## src/rtl/ex_muldiv.sv

```systemverilog
// Iterative RV32M/RV64M multiply/divide unit for the execute stage (shift-add multiply,
// restoring divide). Define MULDIV_FAST_MUL_EN for a single-cycle combinational multiplier.
module ex_muldiv #(
  parameter int XLEN = 32,
  parameter int RD_W = 5
) (
  input  logic            clk,
  input  logic            rst,
  input  logic            valid_i,
  input  logic [2:0]      op_i,
  input  logic [XLEN-1:0] rs1_i,
  input  logic [XLEN-1:0] rs2_i,
  input  logic [RD_W-1:0] rd_addr_i,
  input  logic            flush_i,
  output logic            ready_o,
  output logic            stall_o,
  output logic            valid_o,
  output logic [XLEN-1:0] result_o,
  output logic [RD_W-1:0] rd_addr_o,
  output logic [1:0]      dbg_state_o
);

  // Handshake: an operation is taken on a rising edge where valid_i & ready_o & ~flush_i;
  // valid_o is a single-cycle strobe and result_o/rd_addr_o hold until the next result.

  localparam int CW = $clog2(XLEN + 1);
  localparam logic [XLEN-1:0] MIN_NEG = {1'b1, {(XLEN-1){1'b0}}};

  typedef enum logic [1:0] {
    S_IDLE = 2'd0,
    S_CALC = 2'd1,
    S_DONE = 2'd2
  } state_e;

  state_e state_q, state_d;

  logic [2:0]        op_q;
  logic              neg_q;
  logic [RD_W-1:0]   rd_q;
  logic [XLEN-1:0]   mag_q;
  logic [2*XLEN-1:0] acc_q;
  logic [CW-1:0]     cnt_q;
  logic [XLEN-1:0]   result_q;
  logic [RD_W-1:0]   rd_out_q;

  function automatic logic [XLEN-1:0] mul_sel(input logic [2*XLEN-1:0] prod,
                                              input logic neg, input logic [1:0] op);
    logic [2*XLEN-1:0] p;
    p = neg ? -prod : prod;
    return (op == 2'd0) ? p[XLEN-1:0] : p[2*XLEN-1:XLEN];
  endfunction

  function automatic logic [XLEN-1:0] div_sel(input logic [2*XLEN-1:0] acc,
                                              input logic neg, input logic want_rem);
    logic [XLEN-1:0] r;
    r = want_rem ? acc[2*XLEN-1:XLEN] : acc[XLEN-1:0];
    return neg ? -r : r;
  endfunction

  // Operand decode for the incoming instruction.
  logic            in_div, a_sgn, b_sgn, a_neg, b_neg, in_neg;
  logic [XLEN-1:0] a_mag, b_mag;
  logic            div_zero, div_ovf, special, one_shot, accept;
  logic [XLEN-1:0] special_res, idle_res;

  always_comb begin
    in_div   = op_i[2];
    a_sgn    = (op_i == 3'd1) | (op_i == 3'd2) | (op_i == 3'd4) | (op_i == 3'd6);
    b_sgn    = (op_i == 3'd1) | (op_i == 3'd4) | (op_i == 3'd6);
    a_neg    = a_sgn & rs1_i[XLEN-1];
    b_neg    = b_sgn & rs2_i[XLEN-1];
    a_mag    = a_neg ? -rs1_i : rs1_i;
    b_mag    = b_neg ? -rs2_i : rs2_i;
    // Remainder follows the dividend; everything else is the XOR of the operand signs.
    in_neg   = (op_i == 3'd6) ? a_neg : (a_neg ^ b_neg);
    div_zero = in_div & (rs2_i == '0);
    div_ovf  = in_div & ~op_i[0] & (rs1_i == MIN_NEG) & (rs2_i == '1);
    special  = div_zero | div_ovf;
    if (div_zero) special_res = op_i[1] ? rs1_i : '1;
    else          special_res = op_i[1] ? '0 : rs1_i;
  end

`ifdef MULDIV_FAST_MUL_EN
  logic [2*XLEN-1:0] fast_prod;
  always_comb begin
    fast_prod = {{XLEN{1'b0}}, a_mag} * {{XLEN{1'b0}}, b_mag};
    one_shot  = special | ~in_div;
    idle_res  = special ? special_res : mul_sel(fast_prod, in_neg, op_i[1:0]);
  end
`else
  always_comb begin
    one_shot = special;
    idle_res = special_res;
  end
`endif

  // One iteration of the shared datapath: shift-add for multiply, restoring step for divide.
  logic [XLEN:0]     mul_sum, div_trial, div_diff;
  logic [2*XLEN-1:0] acc_step;
  logic [XLEN-1:0]   calc_res;

  always_comb begin
    mul_sum   = {1'b0, acc_q[2*XLEN-1:XLEN]} + {1'b0, mag_q & {XLEN{acc_q[0]}}};
    div_trial = {acc_q[2*XLEN-1:XLEN], acc_q[XLEN-1]};
    div_diff  = div_trial - {1'b0, mag_q};
    if (op_q[2]) begin
      acc_step = {(div_diff[XLEN] ? div_trial[XLEN-1:0] : div_diff[XLEN-1:0]),
                  acc_q[XLEN-2:0], ~div_diff[XLEN]};
      calc_res = div_sel(acc_step, neg_q, op_q[1]);
    end else begin
      acc_step = {mul_sum, acc_q[XLEN-1:1]};
      calc_res = mul_sel(acc_step, neg_q, op_q[1:0]);
    end
  end

  always_ff @(posedge clk or negedge rst) begin
    if (!rst) state_q <= S_IDLE;
    else      state_q <= state_d;
  end

  always_comb begin
    state_d = state_q;
    unique case (state_q)
      S_IDLE: if (accept) state_d = one_shot ? S_DONE : S_CALC;
      S_CALC: if (cnt_q == CW'(1)) state_d = S_DONE;
      S_DONE: state_d = S_IDLE;
      default: state_d = S_IDLE;
    endcase
    if (flush_i) state_d = S_IDLE;
  end

  always_comb begin
    ready_o     = (state_q == S_IDLE);
    valid_o     = (state_q == S_DONE) & ~flush_i;
    stall_o     = (state_q == S_CALC) | ((state_q == S_IDLE) & valid_i & ~flush_i);
    accept      = valid_i & ready_o & ~flush_i;
    result_o    = result_q;
    rd_addr_o   = rd_out_q;
    dbg_state_o = state_q;
  end

  always_ff @(posedge clk or negedge rst) begin
    if (!rst) begin
      op_q     <= '0;
      neg_q    <= 1'b0;
      rd_q     <= '0;
      mag_q    <= '0;
      acc_q    <= '0;
      cnt_q    <= '0;
      result_q <= '0;
      rd_out_q <= '0;
    end else begin
      if (accept) begin
        op_q  <= op_i;
        neg_q <= in_neg;
        rd_q  <= rd_addr_i;
        mag_q <= in_div ? b_mag : a_mag;
        acc_q <= {{XLEN{1'b0}}, (in_div ? a_mag : b_mag)};
      end else if (state_q == S_CALC && !flush_i) begin
        acc_q <= acc_step;
      end

      if (state_q == S_IDLE && state_d == S_CALC)   cnt_q <= CW'(XLEN);
      else if (state_q == S_CALC && !flush_i)       cnt_q <= cnt_q - CW'(1);

      // Results land only on the edge that enters DONE.
      if (state_q != S_DONE && state_d == S_DONE) begin
        result_q <= (state_q == S_IDLE) ? idle_res : calc_res;
        rd_out_q <= (state_q == S_IDLE) ? rd_addr_i : rd_q;
      end
    end
  end

endmodule

```

## config.mk

```make
export PLATFORM = sky130hd
export DESIGN_NAME = ex_muldiv
export DESIGN_NICKNAME = d
export VERILOG_FILES = /design/src/rtl/ex_muldiv.sv
export SDC_FILE = /design/constraint.sdc
export NUM_CORES = 1
export LEC_CHECK = 0
export BUFFER_PORTS_ARGS = -buffer_cell sky130_fd_sc_hd__buf_2
export CAP_MARGIN = 20
export CORE_MARGIN = 4
export CORE_UTILIZATION = 55
export CTS_CLUSTER_DIAMETER = 200
export CTS_CLUSTER_SIZE = 12
export DETAILED_ROUTE_END_ITERATION = 8
export MAX_ROUTING_LAYER = met4
export PLACE_DENSITY = 0.7
export SLEW_MARGIN = 5
export SYNTH_ARGS = -nofsm -noshare
export SYNTH_HDL_FRONTEND = slang
export SYNTH_SLANG_ARGS = --single-unit
```

## constraint.sdc

```tcl
create_clock -name clk -period 6.7 [get_ports clk]
set_clock_uncertainty 0.2 [all_clocks]
set_input_delay 0.67 -clock clk [delete_from_list [all_inputs] [get_ports clk]]
set_output_delay 0.67 -clock clk [all_outputs]
set_load 0.005 [all_outputs]
```

Yosys cells after proc, flatten, opt, wreduce, memory -nomap -nowiden. Cells that the tools add are included.

Register bits after elaboration: 150. Output and inout bits: 42. Logic and storage cells: 84.

Add/subtract/negate cells: 7. Equal/unequal tests: 12. Reduce and logical (&&, ||, !) cells: 9. Bitwise operators: 21. Mux-type cells: 26.

Operators by type and width (count): $mux 32 (13); $mux 64 (4); $neg 32->32 (3); $eq 32x32->1 const B (2); $neg 64->64 (1); $add 32x32->33 (1); $sub 33x32->33 (1); $and 32x32->32 (1); $logic_not 32->1 (1); $mux 6 (2); $and 1x1->1 (9); $mux 2 (4); $or 1x1->1 (7); $eq 3x3->1 const B (2); $eq 6x1->1 const B (1); $sub 6x1->6 const B (1); $mux 5 (1); $eq 2x1->1 const B (2); $eq 2x2->1 const B (2); $logic_not 2->1 (2); $pmux 2 s2 (1); $reduce_bool 2->1 (2); $eq 3x1->1 const B (1); $eq 3x2->1 const B (1); 6 further kinds (10).

Depth between registers and ports, before layout. Gate-level depths: netlist (run 1).

Depth after elaboration: 12. Gate-level depth with buffers: 23. Depth with buffers taken out: 19.

Worst setup path before layout (run 1). Ideal clock, no wire load.

Path type: reg2reg. From: register acc_q[31]. To: register result_q[28], in the netlist result_o[28]. Buffers on the path: 4. Setup time: 0.071 ns. Cell stages (with the launch flop): 24. Clock period less this slack: 5.353 ns. Setup slack: 1.347 ns. Arrival time: 5.082 ns. Cells stage by stage: dfrtp_1 > buf_2 > inv_1 > ha_1 > inv_1 > fa_1 > a211oi_1 > o211ai_1 > a21oi_1 > o311a_1 > a21o_4 > xor2_2 > buf_2 > buf_1 > mux2i_1 > nand2_1 > o21ai_0 > ha_1 > o311ai_1 > nand2b_1 > clkbuf_1 > o31a_1 > or3_1 > nand4_1.

Cells in the longest elaborated chain, start to end: 7. Elaborated cells on any way between the ends: 11. Classes of those cells: add/sub: 3; mux: 7; bitwise: 1.

Ends and longest elaborated chain: from (decl) (line 41) `logic [2*XLEN-1:0] acc_q;`; from (signal assigned) (line 158) `acc_q <= {{XLEN{1'b0}}, (in_div ? a_mag : b_mag)};`; from (signal assigned) (line 160) `acc_q <= acc_step;`; $sub 33x32->33 (line 105) `div_diff = div_trial - {1'b0, mag_q};`; $mux 32 or $not 1->1 (tied branches) (line 107, 108); $mux 32 (line 56) `r = want_rem ? acc[2*XLEN-1:XLEN] : acc[XLEN-1:0];`; $neg 32->32 (line 57) `return neg ? -r : r;`; $mux 32 (line 57); $mux 32 (*) (line 106) `if (op_q[2]) begin`; $mux 32 (*) (line 168) `result_q <= (state_q == S_IDLE) ? idle_res : calc_res;`; to (signal assigned) (line 168); to (decl) (line 43) `logic [XLEN-1:0] result_q;`.

Every way passes the cells marked *; elsewhere a longest branch is shown, timed or not. A chain may end at the register's enable or synchronous reset.

Final worst setup path (run 1).
From: register acc_q[0]. To: register result_q[30], in the netlist result_o[30].

Cells in the longest elaborated chain, start to end: 7. Elaborated cells on any way between the ends: 10. Classes of those cells: add/sub: 3; mux: 6; bitwise: 1.

Ends and longest elaborated chain: $and 32x32->32 (line 103) `mul_sum = {1'b0, acc_q[2*XLEN-1:XLEN]} + {1'b0, mag_q & {XLEN{acc_q[0]}}};`; $add 32x32->33 (line 103); $neg 64->64 (line 49) `p = neg ? -prod : prod;`; $mux 64 (line 49); $mux 32 (line 50) `return (op == 2'd0) ? p[XLEN-1:0] : p[2*XLEN-1:XLEN];`; $mux 32 (*) (line 106); $mux 32 (*) (line 168).

Marked as above.

==> results of run 1 <==
-- report_power, final --
| part | internal [mW] | total [mW] | switching, mW |
|---|---|---|---|
| registers | 1.10 | 1.45 | 0.358 |
| logic | 1.26 | 3.51 | 2.25 |
| clock network | 0.521 | 0.992 | 0.471 |
| total | 2.87 | 5.96 | 3.08 |
-- area by class of cell --
type / instances / area [um^2] / share of cell area
clock buffer: 18 / 429 / 0.0232
multi-input combinational: 1992 / 12600 / 0.679
clock inverter: 14 / 140 / 0.00757
tap: 396 / 495 / 0.0267
timing repair buffer: 148 / 847 / 0.0457
inverter: 74 / 278 / 0.0150
sequential: 150 / 3760 / 0.203
antenna: 1 / 2.50 / 0.000135
-- Yosys cell counts, types with 10 or more instances --
cell type / number / share of area
a211oi_1: 33 / 0.014
a21o_1: 23 / 0.010
a21oi_1: 203 / 0.059
a31oi_1: 32 / 0.012
and2_1: 47 / 0.017
and3_1: 14 / 0.0051
buf_1: 16 / 0.0035
buf_2: 10 / 0.0029
clkbuf_1: 142 / 0.031
dfrtp_1: 150 / 0.22
ha_1: 71 / 0.051
inv_1: 72 / 0.016
mux2_2: 12 / 0.0078
mux2i_1: 70 / 0.041
nand2_1: 316 / 0.069
nand2b_1: 23 / 0.0083
nand3_1: 43 / 0.012
nand4_1: 27 / 0.0098
nor2_1: 200 / 0.043
nor2b_1: 14 / 0.0051
nor3_1: 65 / 0.019
nor4_1: 20 / 0.0072
o211ai_1: 62 / 0.027
o21a_1: 10 / 0.0043
o21ai_0: 235 / 0.068
o221ai_1: 12 / 0.0061
o31ai_1: 42 / 0.018
o41ai_1: 16 / 0.0081
or2_2: 13 / 0.0047
or3_1: 21 / 0.0076
or4_1: 14 / 0.0061
xnor2_1: 102 / 0.052
xor2_1: 89 / 0.045
-- routing by layer --
layer | track usage | up-vias | share of wire
met1 | 0.515 | 8941 | 0.40
met5 | - | - | 0
met2 | 0.621 | 1012 | 0.45
li1 | - | 8664 | -
met3 | 0.0846 | 232 | 0.091
met4 | 0.220 | 0 | 0.066
-- worst max-delay path, cell delays in order, from the launching register on --
cell	delay (ps)
dfrtp_1	500
buf_4	270
and2_1	170
ha_1	330
o21ai_0	130
o21ai_0	490
a21oi_1	210
o31a_1	360
o31ai_1	740
xor2_1	310
nor3_1	430
or4b_1	580
o41ai_1	480
xor2_1	120
a2111oi_0	510
a2bb2oi_1	200
-- path summary, 6_finish.rpt --
path,slack [ps],start,to,depth (start not counted)
worst min-delay path,60,rst,result_o[29],1
worst max-delay path,570,acc_q[0],result_o[30],15
worst min register to register,280,rd_q[4],rd_q[4],2
worst max register to register,570,acc_q[0],result_o[30],15
min in group clk,210,rd_addr_i[1],rd_q[1],3
max in group asynchronous,4830,rst,mag_q[12],2
-- logic make-up (layout without fill, tap and decap cells) --
family | after synthesis | after routing | synth area share
other | 0 | 1 | 0
adders and majority gates | 73 | 73 | 0.0538
buffers and inverters | 247 | 254 | 0.0560
AOI/OAI and AO/OA | 779 | 779 | 0.286
DFF | 150 | 150 | 0.217
xor gates and xnor gates | 193 | 193 | 0.0988
muxes | 82 | 82 | 0.0484
and+or+nand+nor | 865 | 865 | 0.239
-- state kept, by name, summed over array words and instances (netlist names) --
register / flops
cnt_q: 6
mag_q: 32
dbg_state_o: 2
result_o: 32
neg_q: 1
op_q: 3
acc_q: 64
rd_q: 5
rd_addr_o: 5
-- through the flow --
stage	setup slack, ps	utilization
6_report	566	0.602
5_1_grt	126	0.602
4_1_cts	697	0.601
3_5_place_dp	713	0.583
3_3_place_gp	946	0.583
2_1_floorplan	1350	-
==> flow_metrics.env, run 1 <==
export IMPL_drtIter0Drc=2611
export IMPL_grt_pass1_vias=17100
export IMPL_cts_buffers=17
export IMPL_ys_async_sr_fraction=1.00
export IMPL_track_usage=0.410
export IMPL_drv_cap=0
export IMPL_worst_setup_path_end_kind="register"
export IMPL_dr_total_vias=18800
export IMPL_fill_cells=2910
export IMPL_cp_required_ps=6880
export IMPL_hold_ws_ps=63.9
export IMPL_critPathMaxFanout=26
export IMPL_final_common_cell="nand2_1"
export IMPL_rsz0062_at_grt="no"
export IMPL_stdcell_area_mm2=0.0185
export IMPL_post_cts_resized=0
export IMPL_hold_class="input port to asynchronous set/reset pin"
export IMPL_peakVddDrop_mv=0.222
export IMPL_worstPathArrival_ps=6320
export IMPL_die_width_um=185
export IMPL_yosys_warnings=0
export IMPL_dieArea_mm2=0.0343
export IMPL_grt_max_degree=97
export IMPL_antenna_found_initial=1
export IMPL_finalMaxSlewViolations=0
export IMPL_clock_sinks=150
export IMPL_cp_start_kind="register"
export IMPL_syn_inst=2389
export IMPL_die_h_um=185
export IMPL_path_class="register to register"
export IMPL_io_buffers=117
export IMPL_cts_hold_fix_buffers=0
export IMPL_totalWireLength_mm=69.8
export IMPL_wl_per_cell_um=25.0
export IMPL_clk_latency_ps=470
export IMPL_layout_min_cycle_time_ps=6130
export IMPL_avgSynthCellArea_um2=7.23
export IMPL_vias_per_cell=6.75
export IMPL_postRouteAntennaNets=0
export IMPL_area_growth_syn_to_layout_pct=7.31
export IMPL_synthDistinctLibCells=91
export IMPL_worst_slew_pin_slew_ps=1010
export IMPL_synth_edf_count=0
export IMPL_cts_htree_levels=4
export IMPL_cts_root_buffer="clkbuf_16"
export IMPL_fmax_ghz=0.163
export IMPL_syn_nets=2538
export IMPL_dp_cells=2758
export IMPL_ys_seq_area_frac=0.217
export IMPL_ys_flop_type="dfrtp_1"
export IMPL_overflow=0
export IMPL_layout_cells_non_filler=2793
export IMPL_layout_drive_gt1_share=0.105
export IMPL_dp_hpwl_mm=54.1
export IMPL_power_per_cell_area_mw_per_mm2=322
export IMPL_total_power_mw=5.96
export IMPL_post_cts_setup_buffers=0
export IMPL_layout_nets=2532
export IMPL_ys_ff_latch=150
export IMPL_layout_common_cells="nand2_1 (315), o21ai_0 (235), a21oi_1 (203), nor2_1 (198), dfrtp_1 (147)"
export IMPL_core_area_mm2=0.0307
export IMPL_gp_congestion=1.02
export IMPL_netlist_area_mm2=0.0173
export IMPL_p_leak_nw=7.66
export IMPL_firstDrtPassIters=6
export IMPL_post_dp_cell_area_mm2=0.0179
export IMPL_remaining_drc_errors=0
export IMPL_relSlewSlack=0.324
export IMPL_rows=64
export IMPL_cts_clk_slew_worst_paths_ps=70
export IMPL_ios=118
export IMPL_finalCritPeriodShare=0.916
export IMPL_fin_tns_setup_ps=0
export IMPL_setup_viol_count_final=0
export IMPL_initial_utilization=0.561
export IMPL_cts_path_max_buffers=2
export IMPL_grt_pass1_wl_mm=104
export IMPL_hold_viol=0
export IMPL_status="complete, no violations"
export IMPL_cts_tree="yes"
Power figures use the tool's default switching activity.
==> run 2: changes to the inputs <==
==> constraint.sdc (replaced) <==
create_clock -name clk -period 7.2 [get_ports clk]
set_clock_uncertainty 0.2 [all_clocks]
set_input_delay 0.72 -clock clk [delete_from_list [all_inputs] [get_ports clk]]
set_output_delay 0.72 -clock clk [all_outputs]
set_load 0.005 [all_outputs]
==> run 2 against run 1 <==
  * Combinational power fell by 7.4%
  * Non-clock buffer count fell by 9
  * Final cell count fell by 0.29%
  * Global-route usage rose by 0.16 points
==> flow_metrics.env, run 2 (synthesized netlist as in run 1, its figures left out) <==
export IMPL_layout_drive_gt1_share=0.102
export IMPL_totalWireLength_mm=69.9
export IMPL_grt_pass1_vias=17200
export IMPL_grt_max_degree=109
export IMPL_cp_start_kind="register"
export IMPL_cts_tree="yes"
export IMPL_post_cts_resized=0
export IMPL_fin_tns_setup_ps=0
export IMPL_area_growth_syn_to_layout_pct=7.02
export IMPL_dp_hpwl_mm=54.1
export IMPL_clock_sinks=150
export IMPL_finalCritPeriodShare=0.854
export IMPL_hold_ws_ps=119
export IMPL_largest_register_ffs=64
export IMPL_layout_min_cycle_time_ps=6150
export IMPL_gp_congestion=1.05
export IMPL_post_cts_setup_buffers=0
export IMPL_worst_setup_path_end_kind="register"
export IMPL_p_comb_frac=0.582
export IMPL_cts_root_buffer="clkbuf_16"
export IMPL_fmax_ghz=0.163
export IMPL_hold_class="input port to asynchronous set/reset pin"
export IMPL_worst_slew_pin_slew_ps=1080
export IMPL_remaining_drc_errors=0
export IMPL_critPathMaxFanout=29
export IMPL_antenna_found_initial=2
export IMPL_overflow=0
export IMPL_layout_cells_non_filler=2785
export IMPL_layout_nets=2523
export IMPL_p_clk_frac=0.175
export IMPL_drtIter0Drc=2573
export IMPL_total_power_mw=5.59
export IMPL_largest_register="acc_q"
export IMPL_peakVddDrop_mv=0.208
export IMPL_core_area_mm2=0.0307
export IMPL_die_width_um=185
export IMPL_path_class="register to register"
export IMPL_cts_htree_levels=4
export IMPL_rows=64
export IMPL_wl_per_cell_um=25.1
export IMPL_cts_path_max_buffers=2
export IMPL_io_buffers=117
export IMPL_drv_cap=0
export IMPL_final_common_cell="nand2_1"
export IMPL_status="complete, no violations"
export IMPL_setup_viol_count_final=0
export IMPL_dr_total_vias=18800
export IMPL_worstPathArrival_ps=6340
export IMPL_cts_hold_fix_buffers=0
export IMPL_power_per_cell_area_mw_per_mm2=303
export IMPL_die_h_um=185
export IMPL_track_usage=0.412
export IMPL_postRouteAntennaNets=0
export IMPL_fill_cells=2969
export IMPL_cell_internal_pwr_mw=2.70
export IMPL_cts_clk_slew_worst_paths_ps=70
export IMPL_cp_cell_sequence="inv_1 -> ha_1 -> inv_1 -> fa_1 -> a211oi_1 -> o211ai_1 -> a21oi_1 -> o311a_1 -> a21o_4 -> xor2_2 -> buf_4 -> nor4b_1 -> o311ai_1 -> nand2b_1 -> o21ai_0 -> xor2_1 -> o21ai_0"
export IMPL_crit_slowest_cell="o311ai_1"
export IMPL_dp_cells=2751
export IMPL_cp_required_ps=7390
export IMPL_cts_buffers=17
export IMPL_switching_power_mw=2.89
export IMPL_firstDrtPassIters=6
export IMPL_layout_common_cells="nand2_1 (315), o21ai_0 (235), a21oi_1 (203), nor2_1 (198), dfrtp_1 (147)"
export IMPL_grt_pass1_wl_mm=104
export IMPL_clk_latency_ps=470
export IMPL_hold_viol=0
export IMPL_seqPwrFrac=0.244
export IMPL_initial_utilization=0.561
export IMPL_cpPeakStageDelay_ps=800
export IMPL_p_sw_frac=0.517
export IMPL_utilization=0.601
export IMPL_p_leak_nw=7.63
export IMPL_finalMaxSlewViolations=0
export IMPL_rsz0062_at_grt="no"
export IMPL_dieArea_mm2=0.0343
export IMPL_vias_per_cell=6.73
export IMPL_relSlewSlack=0.278
export IMPL_ios=118
## run 2: per-stage QoR
step,worst slack [ps],instance area [um^2]
after global routing,582,18500
after global placement,1280,17900
final,1050,18500
after floorplan,1850,17300
after CTS,1160,18500
after detailed placement,1160,17900
## run 2: worst paths after layout
| path | startpoint | endpoint | slack, ps | depth (start not counted) |
|---|---|---|---|---|
| worst max-delay path | acc_q[31] | result_o[20] | 1050 | 17 |
| worst min-delay path | rst | rd_q[0] | 120 | 1 |
| worst max register to register | acc_q[31] | result_o[20] | 1050 | 17 |
| worst min register to register | rd_q[1] | rd_q[1] | 280 | 2 |
| max in group asynchronous | rst | op_q[2] | 5190 | 2 |
| min in group clk | rd_addr_i[1] | rd_q[1] | 260 | 3 |
## run 2: metal layers
metal  up-vias  GRT usage  part of all wire
li1       8645          -                 -
met5         -          -                 0
met2      1070      0.623              0.44
met3       208     0.0770             0.092
met4         0      0.213             0.062
met1      8827      0.526              0.40
## run 2: power groups by stage
stage	combinational [mW]	sequential, mW	clock (mW)
finish	3.25	1.36	0.975
global placement	3.11	1.36	0
global route	3.51	1.38	1.01
detailed placement	3.14	1.36	0
floorplan	2.32	1.15	0
CTS	3.17	1.35	0.970
## run 2: layout make-up
type,count,area [um^2],share of cell area
well taps,396,495,0.0268
flip-flops and latches,150,3760,0.204
multi-input cells,1992,12600,0.680
diodes,2,5.00,0.000271
clock buffers,17,425,0.0230
repair buffers,139,759,0.0411
inverters,74,278,0.0150
clock inverters,15,180,0.00975
## run 2: worst max-delay path: cells and delay by family, from the launching register on
kind	cells	cell delay, ps
compound gates	8	2910
xor+xnor	2	560
fa+ha+maj	2	630
buf+inv	3	610
flops	1	510
simple gates	2	620
